File: src/rtl/pipelined_shifter_if.sv
// Valid/ready bus for pipelined_shifter.
// Optional SHIFTER_FLAGS_EN adds the out_carry/out_zero result flags.
interface pipelined_shifter_if #(
    parameter int unsigned WIDTH   = 16,
    parameter int unsigned SHAMT_W = $clog2(WIDTH)
);
    logic               in_valid;
    logic               in_ready;
    logic [WIDTH-1:0]   in_data;
    logic [SHAMT_W-1:0] in_shamt;
    logic [1:0]         in_mode;
    logic               out_valid;
    logic               out_ready;
    logic [WIDTH-1:0]   out_data;
`ifdef SHIFTER_FLAGS_EN
    logic               out_carry;
    logic               out_zero;
`endif

    modport master (
        output in_valid, in_data, in_shamt, in_mode, out_ready,
        input  in_ready, out_valid, out_data
`ifdef SHIFTER_FLAGS_EN
        , input out_carry, out_zero
`endif
    );

    modport slave (
        input  in_valid, in_data, in_shamt, in_mode, out_ready,
        output in_ready, out_valid, out_data
`ifdef SHIFTER_FLAGS_EN
        , output out_carry, out_zero
`endif
    );
endinterface

File: src/rtl/pipelined_shifter.sv
// Pipelined barrel shifter (LSL/LSR/ASR/ROR), one register stage per shift-amount bit,
// valid/ready on both sides with a global stall. Optional SHIFTER_FLAGS_EN adds carry/zero flags.
module pipelined_shifter #(
    parameter int unsigned WIDTH   = 16,
    parameter int unsigned SHAMT_W = $clog2(WIDTH)
) (
    input logic                clk,
    input logic                reset,
    pipelined_shifter_if.slave bus
);
    localparam int unsigned LAST     = SHAMT_W - 1;
    localparam logic [1:0]  MODE_LSL = 2'b00;
    localparam logic [1:0]  MODE_LSR = 2'b01;
    localparam logic [1:0]  MODE_ASR = 2'b10;

    logic               advance;
    logic [WIDTH-1:0]   src_data [SHAMT_W];
    logic [SHAMT_W-1:0] src_rem  [SHAMT_W];
    logic [1:0]         src_mode [SHAMT_W];
    logic [SHAMT_W-1:0] src_valid;
    logic [WIDTH-1:0]   nxt_data [SHAMT_W];

    logic [WIDTH-1:0]   data_q   [SHAMT_W];
    logic [SHAMT_W-1:0] rem_q    [SHAMT_W];
    logic [1:0]         mode_q   [SHAMT_W];
    logic [SHAMT_W-1:0] valid_q;
`ifdef SHIFTER_FLAGS_EN
    logic [SHAMT_W-1:0] src_carry;
    logic [SHAMT_W-1:0] nxt_carry;
    logic [SHAMT_W-1:0] carry_q;
    logic               zero_q;
`endif

    // One level of the barrel: shift by a fixed power-of-two step.
    function automatic logic [WIDTH-1:0] shift_level(input logic [WIDTH-1:0] d,
                                                     input logic [1:0]       mode,
                                                     input int unsigned      step);
        case (mode)
            MODE_LSL: return d << step;
            MODE_LSR: return d >> step;
            MODE_ASR: return WIDTH'($signed(d) >>> step);
            default:  return (d >> step) | (d << (WIDTH - step));
        endcase
    endfunction

`ifdef SHIFTER_FLAGS_EN
    // Last bit leaving the word at this level; for ROR it is the bit landing in the MSB.
    function automatic logic shifted_out(input logic [WIDTH-1:0] d,
                                         input logic [1:0]       mode,
                                         input int unsigned      step);
        if (mode == MODE_LSL) return d[SHAMT_W'(WIDTH - step)];
        return d[SHAMT_W'(step - 1)];
    endfunction
`endif

    // A full output stage that is not being drained freezes the whole pipe.
    assign advance       = !valid_q[LAST] || bus.out_ready;
    assign bus.in_ready  = advance;
    assign bus.out_valid = valid_q[LAST];
    assign bus.out_data  = data_q[LAST];
`ifdef SHIFTER_FLAGS_EN
    assign bus.out_carry = carry_q[LAST];
    assign bus.out_zero  = zero_q;
`endif

    // Stage inputs and next-state for every level.
    always_comb begin
        src_data[0]  = bus.in_data;
        src_rem[0]   = bus.in_shamt;
        src_mode[0]  = bus.in_mode;
        src_valid[0] = bus.in_valid;
        for (int k = 1; k < SHAMT_W; k++) begin
            src_data[k]  = data_q[k-1];
            src_rem[k]   = rem_q[k-1];
            src_mode[k]  = mode_q[k-1];
            src_valid[k] = valid_q[k-1];
        end
`ifdef SHIFTER_FLAGS_EN
        src_carry[0] = 1'b0;
        for (int k = 1; k < SHAMT_W; k++) begin
            src_carry[k] = carry_q[k-1];
        end
`endif
        for (int k = 0; k < SHAMT_W; k++) begin
            nxt_data[k] = src_rem[k][0] ? shift_level(src_data[k], src_mode[k], 32'd1 << k)
                                        : src_data[k];
`ifdef SHIFTER_FLAGS_EN
            nxt_carry[k] = src_rem[k][0] ? shifted_out(src_data[k], src_mode[k], 32'd1 << k)
                                         : src_carry[k];
`endif
        end
    end

    // Remaining shift amount is shifted down so each stage always tests bit 0.
    always_ff @(posedge clk or negedge reset) begin
        if (!reset) begin
            for (int k = 0; k < SHAMT_W; k++) begin
                data_q[k] <= '0;
                rem_q[k]  <= '0;
                mode_q[k] <= '0;
            end
            valid_q <= '0;
        end else if (advance) begin
            for (int k = 0; k < SHAMT_W; k++) begin
                data_q[k] <= nxt_data[k];
                rem_q[k]  <= src_rem[k] >> 1;
                mode_q[k] <= src_mode[k];
            end
            valid_q <= src_valid;
        end
    end

`ifdef SHIFTER_FLAGS_EN
    always_ff @(posedge clk or negedge reset) begin
        if (!reset) begin
            carry_q <= '0;
            zero_q  <= 1'b0;
        end else if (advance) begin
            carry_q <= nxt_carry;
            zero_q  <= (nxt_data[LAST] == '0);
        end
    end
`endif
endmodule

File: src/flat_wrapper.sv
// flat-port wrapper written by rule: the top's interface ports become plain ports
module pipelined_shifter_flat 
#(
    parameter int unsigned WIDTH   = 16,
    parameter int unsigned SHAMT_W = $clog2(WIDTH)
)
  (clk, reset, bus_in_valid, bus_in_data, bus_in_shamt, bus_in_mode, bus_out_ready, bus_in_ready, bus_out_valid, bus_out_data);
  pipelined_shifter_if #(.WIDTH(WIDTH), .SHAMT_W(SHAMT_W)) bus_i ();
  input logic clk;
  input logic reset;
  input wire logic [$bits(bus_i.in_valid)-1:0] bus_in_valid;
  input wire logic [$bits(bus_i.in_data)-1:0] bus_in_data;
  input wire logic [$bits(bus_i.in_shamt)-1:0] bus_in_shamt;
  input wire logic [$bits(bus_i.in_mode)-1:0] bus_in_mode;
  input wire logic [$bits(bus_i.out_ready)-1:0] bus_out_ready;
  output wire logic [$bits(bus_i.in_ready)-1:0] bus_in_ready;
  output wire logic [$bits(bus_i.out_valid)-1:0] bus_out_valid;
  output wire logic [$bits(bus_i.out_data)-1:0] bus_out_data;
  assign bus_i.in_valid = bus_in_valid;
  assign bus_i.in_data = bus_in_data;
  assign bus_i.in_shamt = bus_in_shamt;
  assign bus_i.in_mode = bus_in_mode;
  assign bus_i.out_ready = bus_out_ready;
  assign bus_in_ready = bus_i.in_ready;
  assign bus_out_valid = bus_i.out_valid;
  assign bus_out_data = bus_i.out_data;
  pipelined_shifter #(.WIDTH(WIDTH), .SHAMT_W(SHAMT_W)) u_core (.clk(clk), .reset(reset), .bus(bus_i));
endmodule
File: config.mk
export PLATFORM = sky130hd
export DESIGN_NAME = pipelined_shifter_flat
export DESIGN_NICKNAME = d
export VERILOG_FILES = /design/src/rtl/pipelined_shifter_if.sv /design/src/rtl/pipelined_shifter.sv /design/src/flat_wrapper.sv
export SDC_FILE = /design/constraint.sdc
export NUM_CORES = 1
export LEC_CHECK = 0
export CAP_MARGIN = 30
export CORE_UTILIZATION = 28
export DETAILED_ROUTE_END_ITERATION = 6
export PLACE_DENSITY = 0.43
export SETUP_SLACK_MARGIN = 0.3
export SLEW_MARGIN = 20
export SYNTH_ARGS = -nofsm -noshare
export SYNTH_HDL_FRONTEND = slang
export SYNTH_SLANG_ARGS = --single-unit
File: constraint.sdc
create_clock -name clk -period 1.57 [get_ports clk]
set_clock_uncertainty 0.05 [all_clocks]
set_input_delay 0.314 -clock clk [delete_from_list [all_inputs] [get_ports clk]]
set_output_delay 0.314 -clock clk [all_outputs]
set_load 0.02 [all_outputs]
==> results of run 1 <==
[worst min path at each step]
stage,depth (start not counted),start,slack [ns],to
global route,2,reset,0.42,u_core.data_q[21]
floorplan,0,reset,-0.03,u_core.bus.out_data[0]
CTS,2,reset,0.41,u_core.mode_q[3]
finish,2,reset,0.39,u_core.mode_q[3]
global placement,1,reset,0.23,u_core.mode_q[3]
detailed placement,1,reset,0.24,u_core.mode_q[3]
[sequential cells by signal, summed over array words and instances (netlist names)]
signal,cells
u_core.bus.out_data,16
u_core.valid_q,4
u_core.rem_q,6
u_core.mode_q,6
u_core.data_q,48
[final cells by class]
cell class,count,area [µm²]
clock inverter,7,101
inverter,2,12.5
sequential,80,2010
tap,211,264
timing repair buffer,99,1130
clock buffer,9,225
multi-input combinational,374,2160
fill,1561,9350
[layout by cell type, fill, tap and decap left out, drive strengths merged]
cell type | Yosys | layout
clkinvlp | 0 | 2
a22oi | 2 | 2
or2 | 4 | 4
a21o | 49 | 49
a211oi | 1 | 1
clkdlybuf4s50 | 0 | 23
and2 | 12 | 12
mux2 | 2 | 2
a31oi | 61 | 61
dlygate4sd2 | 0 | 1
a21oi | 3 | 3
o22ai | 1 | 1
o21ai | 76 | 76
nor2 | 4 | 4
dfrtp | 80 | 80
nand2b | 2 | 2
clkinv | 0 | 1
dlygate4sd3 | 0 | 1
buf | 39 | 67
nor2b | 18 | 18
clkbuf | 16 | 16
nand2 | 138 | 138
bufinv | 0 | 2
and2b | 1 | 1
inv | 2 | 4
[per-layer routing]
layer,GRT usage,part of all wire
met3,0.0331,0.034
met4,0.0553,0.014
met2,0.243,0.50
met1,0.188,0.46
met5,0,0
[report_power, final]
part	internal [W]	leakage (nW)	switching, W	total [W]
combinational	0.00291	1.59	0.00292	0.00583
clock	0.00141	0.153	0.000898	0.00230
sequential	0.00300	0.959	0.000946	0.00395
total	0.00732	2.70	0.00476	0.0121
[worst max-delay path, stage by stage (launching register included)]
cell     delay [ns]
dfrtp_2        0.35
nor2b_4        0.21
inv_6          0.07
buf_6          0.13
[repair_timing]
| action | CTS | global route |
|---|---|---|
| gates cloned | 1 | 11 |
| gates resized for setup | 104 | 67 |
| hold endpoints to repair | 25 | 0 |
| pin swaps | 3 | 5 |
| buffers inserted | 2 | 14 |
| endpoints found under the setup margin | 96 | 92 |
| hold buffers | 1 | 0 |
[cell families after synthesis]
logic type,count (synthesis)
flip-flops,80
buffers and inverters,58
AO/OA/AOI/OAI,193
AND/OR/NAND/NOR,179
multiplexers,2
[stage by stage]
stage	cell area [µm²]	TNS, ns	std cells	util	setup slack, ns
2_1_floorplan	4450	0	512	-	0.183
3_3_place_gp	4980	-16.03	737	0.327	-0.342
3_5_place_dp	4980	-17.18	737	0.327	-0.345
4_1_cts	5410	0	757	0.355	0.0910
5_1_grt	5900	0	782	0.387	0.0440
6_report	5900	0	782	0.387	0.0984
==> flow_metrics.py, run 1 <==
metrics = {
    "outcome": {
        "status": "complete, no violations",
    },
    "routing": {
        "ant_nets": 0,
        "drc": 0,
        "vias": 3824,
        "wl_per_cell_um": 15.9,
        "drtIter0Drc": 225,
        "routed_wl_um": 12400,
        "first_pass_iters": 4,
        "viasPerCell": 4.89,
    },
    "cts": {
        "h-tree-depth": 3,
        "cts_tree": "done",
        "clock-sinks": 80,
        "cts_buffers": 9,
        "cts_buffer_depth": 2,
        "path_clk_slew_ns": 0.07,
        "insertion_delay_ns": 0.35,
        "clk_root_buffer_cell": "clkbuf_16",
    },
    "worst_setup_path": {
        "crit_path_start": "u_core.valid_q[3]",
        "timing.rr.start": "u_core.mode_q[5]",
        "worstReg2RegEnd": "u_core.data_q[27]",
        "r2r_setup_slack_ns": 0.16,
        "path_class": "register to output pin",
        "crit_fanout": 3,
        "cp.arrival_ns": 1.11,
        "start_kind": "register",
        "crit_end": "bus_in_ready",
        "ff2ff_path_depth": 6,
        "worstSetupEndpointType": "output pin",
        "crit_required_ns": 1.21,
    },
    "power_and_ir_drop": {
        "leakagePower_nw": 2.70,
        "ir_worst_vdd_mv": 0.718,
        "total_power_w": 0.0121,
        "power_density_mw_per_mm2": 2050,
    },
    "logic_synthesis": {
        "syn_area_mm2": 0.00438,
        "avgSynthCellArea_um2": 8.56,
        "synth_xor_area_frac": 0,
        "synth_top_cell_by_area": "dfrtp_1",
        "synth-simple-area-share": 0.176,
        "synth_top_cells_by_count": "nand2_1 (138), dfrtp_1 (80), o21ai_0 (76)",
        "synth-compound-area-share": 0.268,
        "synth.top_cell.area_share": 0.457,
        "synth.most_common_cell": "nand2_1",
        "synth-seq-area-share": 0.457,
        "synthFlopType": "dfrtp_1",
        "synth_top_family_by_area": "compound AO/OA/AOI/OAI gates",
        "synthMuxAreaShare": 0.00514,
        "syn_nets": 538,
        "synth_edf_count": 0,
        "yosysWarnings": 0,
        "ys_types": 29,
        "netlist_top_cells_area": "dfrtp_1 (46%), nand2_1 (12%), a31oi_1 (8.7%)",
        "synth_async_sr_flop_share": 1.00,
        "syn_inst": 512,
        "synth_adder_area_share": 0,
        "synth-seq-cells": 80,
    },
    "timing": {
        "fin_crit_ns": 1.47,
        "finalSetupViolations": 0,
        "hold_slack_ns": 0.392,
        "relSlewSlack": 0.725,
        "rsz0062_at_grt": "true",
        "tightest_slew_ns": 0.412,
        "fmax_mhz": 680,
        "final-hold-violation-count": 0,
        "fin_crit_sh": 0.937,
        "slew_violations": 0,
    },
    "floorplan": {
        "core_mm2": 0.0153,
        "dieArea_mm2": 0.0161,
        "dieHeight_um": 127,
        "start_util": 0.287,
        "num_rows": 45,
        "ioPinCount": 44,
        "die_w_um": 127,
    },
    "global_route": {
        "grt_pass1_vias": 3557,
        "overflow": 0,
        "grt.total_usage": 0.147,
        "grt_pass1_wl_um": 18400,
        "grt_max_degree": 64,
        "antenna_found_initial": 0,
    },
    "run": {
        "drv_cap": 0,
    },
    "finish": {
        "num_antenna_cells": 0,
        "drive_above_1_share": 0.233,
        "layout.nets": 592,
        "area_growth_pct": 34.8,
    },
    "place": {
        "numPortBuffers": 43,
        "place.gp.congestion": 0.765,
        "dp_hpwl_um": 7710,
    },
    "min_path": {
        "hp-class": "input pin to asynchronous set/reset pin",
    },
}
Power figures use the tool's default switching activity.
==> run 2, diff against run 1 <==
==> constraint.sdc (replaced) <==
create_clock -name clk -period 1.57 [get_ports clk]
set_clock_uncertainty 0.05 [all_clocks]
set_input_delay 0.3925 -clock clk [delete_from_list [all_inputs] [get_ports clk]]
set_output_delay 0.3925 -clock clk [all_outputs]
set_load 0.02 [all_outputs]
==> flow_metrics.py, run 2 (synthesized netlist as in run 1, its figures left out) <==
metrics = {
    "worst_setup_path": {
        "crit_fanout": 3,
        "cp.arrival_ns": 1.07,
        "r2r_setup_slack_ns": 0.09,
        "crit_required_ns": 1.13,
        "max_stage_delay_ns": 0.35,
        "slowest_stage": "dfrtp_2",
        "path_class": "register to output pin",
        "path_cells": "nor2b_4, inv_6, buf_6",
        "critPathTopFamily": "flip-flops",
        "worstSetupEndpointType": "output pin",
        "start_kind": "register",
        "crit_buf_inv": 2,
    },
    "global_route": {
        "grt_pass1_vias": 3675,
        "met3_usage": 0.0214,
        "antenna_found_initial": 0,
        "use_met1": 0.180,
        "grt_pass1_wl_um": 18600,
        "grt.total_usage": 0.148,
        "overflow": 0,
        "use_met2": 0.258,
        "grt-busiest-layer": "met2",
        "grt_max_degree": 40,
    },
    "finish": {
        "utilization": 0.396,
        "layout.nets": 598,
        "final_common_cell": "nand2_1",
        "num-fill-cells": 1531,
        "layout.cells.non_filler": 788,
        "num_antenna_cells": 0,
        "final_cell_mix": "nand2_1 (102), dfrtp_1 (75), a31oi_1 (61)",
        "drive_above_1_share": 0.267,
        "area_growth_pct": 37.9,
        "largest_reg_flops": 48,
        "largest_register": "u_core.data_q",
    },
    "routing": {
        "first_pass_iters": 5,
        "drc": 0,
        "vias": 3927,
        "ant_nets": 0,
        "drtIter0Drc": 194,
        "routed_wl_um": 12500,
        "wl_per_cell_um": 15.9,
        "viasPerCell": 4.98,
    },
    "floorplan": {
        "num_rows": 45,
        "die_w_um": 127,
        "dieArea_mm2": 0.0161,
        "dieHeight_um": 127,
        "start_util": 0.287,
        "ioPinCount": 44,
        "core_mm2": 0.0153,
    },
    "cts": {
        "clock-sinks": 80,
        "h-tree-depth": 3,
        "cts_tree": "done",
        "cts_buffers": 9,
        "cts_buffer_depth": 2,
        "clk_root_buffer_cell": "clkbuf_16",
        "path_clk_slew_ns": 0.06,
        "insertion_delay_ns": 0.34,
    },
    "min_path": {
        "hp-class": "register to register",
    },
    "timing": {
        "tightest_slew_ns": 0.335,
        "fin_crit_ns": 1.51,
        "slew_violations": 0,
        "rsz0062_at_grt": "true",
        "finalSetupViolations": 0,
        "fmax_mhz": 663,
        "final-hold-violation-count": 0,
        "fin_crit_sh": 0.961,
        "relSlewSlack": 0.777,
        "tns_ns": 0,
    },
    "place": {
        "place_inst": 735,
        "place.gp.congestion": 0.761,
        "numPortBuffers": 43,
        "dp_hpwl_um": 7630,
    },
    "outcome": {
        "status": "complete, no violations",
    },
    "power_and_ir_drop": {
        "power_density_mw_per_mm2": 1980,
        "ir_worst_vdd_mv": 0.619,
        "leakagePower_nw": 2.85,
    },
    "run": {
        "drv_cap": 0,
    },
}
## run 2: changes by cell type in the layout (fill, tap and decap cells not counted), moves of 6 or more
cell     delta
o21ai_2     +6
nand2_2    +18
buf_6       +6
nand2_4     +9
buf_4       -9
a31oi_1     +9
nand2_1    -27
## run 2: worst paths after layout
check                             startpoint           endpoint  depth (start not counted)
max in group asynchronous              reset   u_core.mode_q[4]                          3
max reg2reg                u_core.valid_q[3]  u_core.data_q[63]                          7
min reg2reg                u_core.valid_q[2]  u_core.valid_q[2]                          2
max                        u_core.valid_q[3]       bus_in_ready                          3
min in group asynchronous              reset    u_core.rem_q[9]                          2
min                        u_core.valid_q[2]  u_core.valid_q[2]                          2
## run 2: repair_timing
item | in CTS | in global routing
hold endpoints to repair | 18 | 0
setup buffers | 12 | 7
resized for setup | 128 | 73
endpoints found under the setup margin | 98 | 98
cloned | 3 | 14
hold buffers | 1 | 0
pin swaps | 3 | 35
## run 2: routing by layer
layer | wire length, µm | vias up
li1 | - | 1895
met1 | 5550 | 1922
met2 | 6350 | 90
met3 | 340 | 20
met4 | 296 | 0
met5 | 0 | -
## run 2: where the power goes
group          total (W)  leakage (nW)  internal (W)  switching, W
sequential       0.00398         0.961       0.00300      0.000975
clock            0.00209         0.146       0.00127      0.000822
combinational    0.00589          1.75       0.00302       0.00287
total             0.0120          2.85       0.00729       0.00466
## run 2: final cells by class
cell class,instances,area [µm²],area share
multi-input combinational,374,2160,0.358
timing repair buffer,105,1300,0.216
inverter,2,12.5,0.00207
tap,211,264,0.0437
sequential,80,2010,0.332
clock inverter,4,45.0,0.00746
clock buffer,12,246,0.0408
## run 2: worst min-delay path: stages, from the launching register on
cell     delay [ns]
dfrtp_1        0.35
nand2_2        0.04
nand2_1        0.05
## run 2: through the flow
stage / instance area (µm²) / hold slack [ns] / setup WS [ns] / total power [W]
5_1_grt: 6040 / 0.464 / 0.0315 / 0.0128
6_report: 6040 / 0.426 / 0.0608 / 0.0120
3_5_place_dp: 4970 / 0.271 / -0.496 / 0.00844
3_3_place_gp: 4970 / 0.278 / -0.499 / 0.00832
4_1_cts: 5500 / 0.416 / 0.0466 / 0.0111
2_1_floorplan: 4450 / 0.0469 / 0.104 / 0.00721
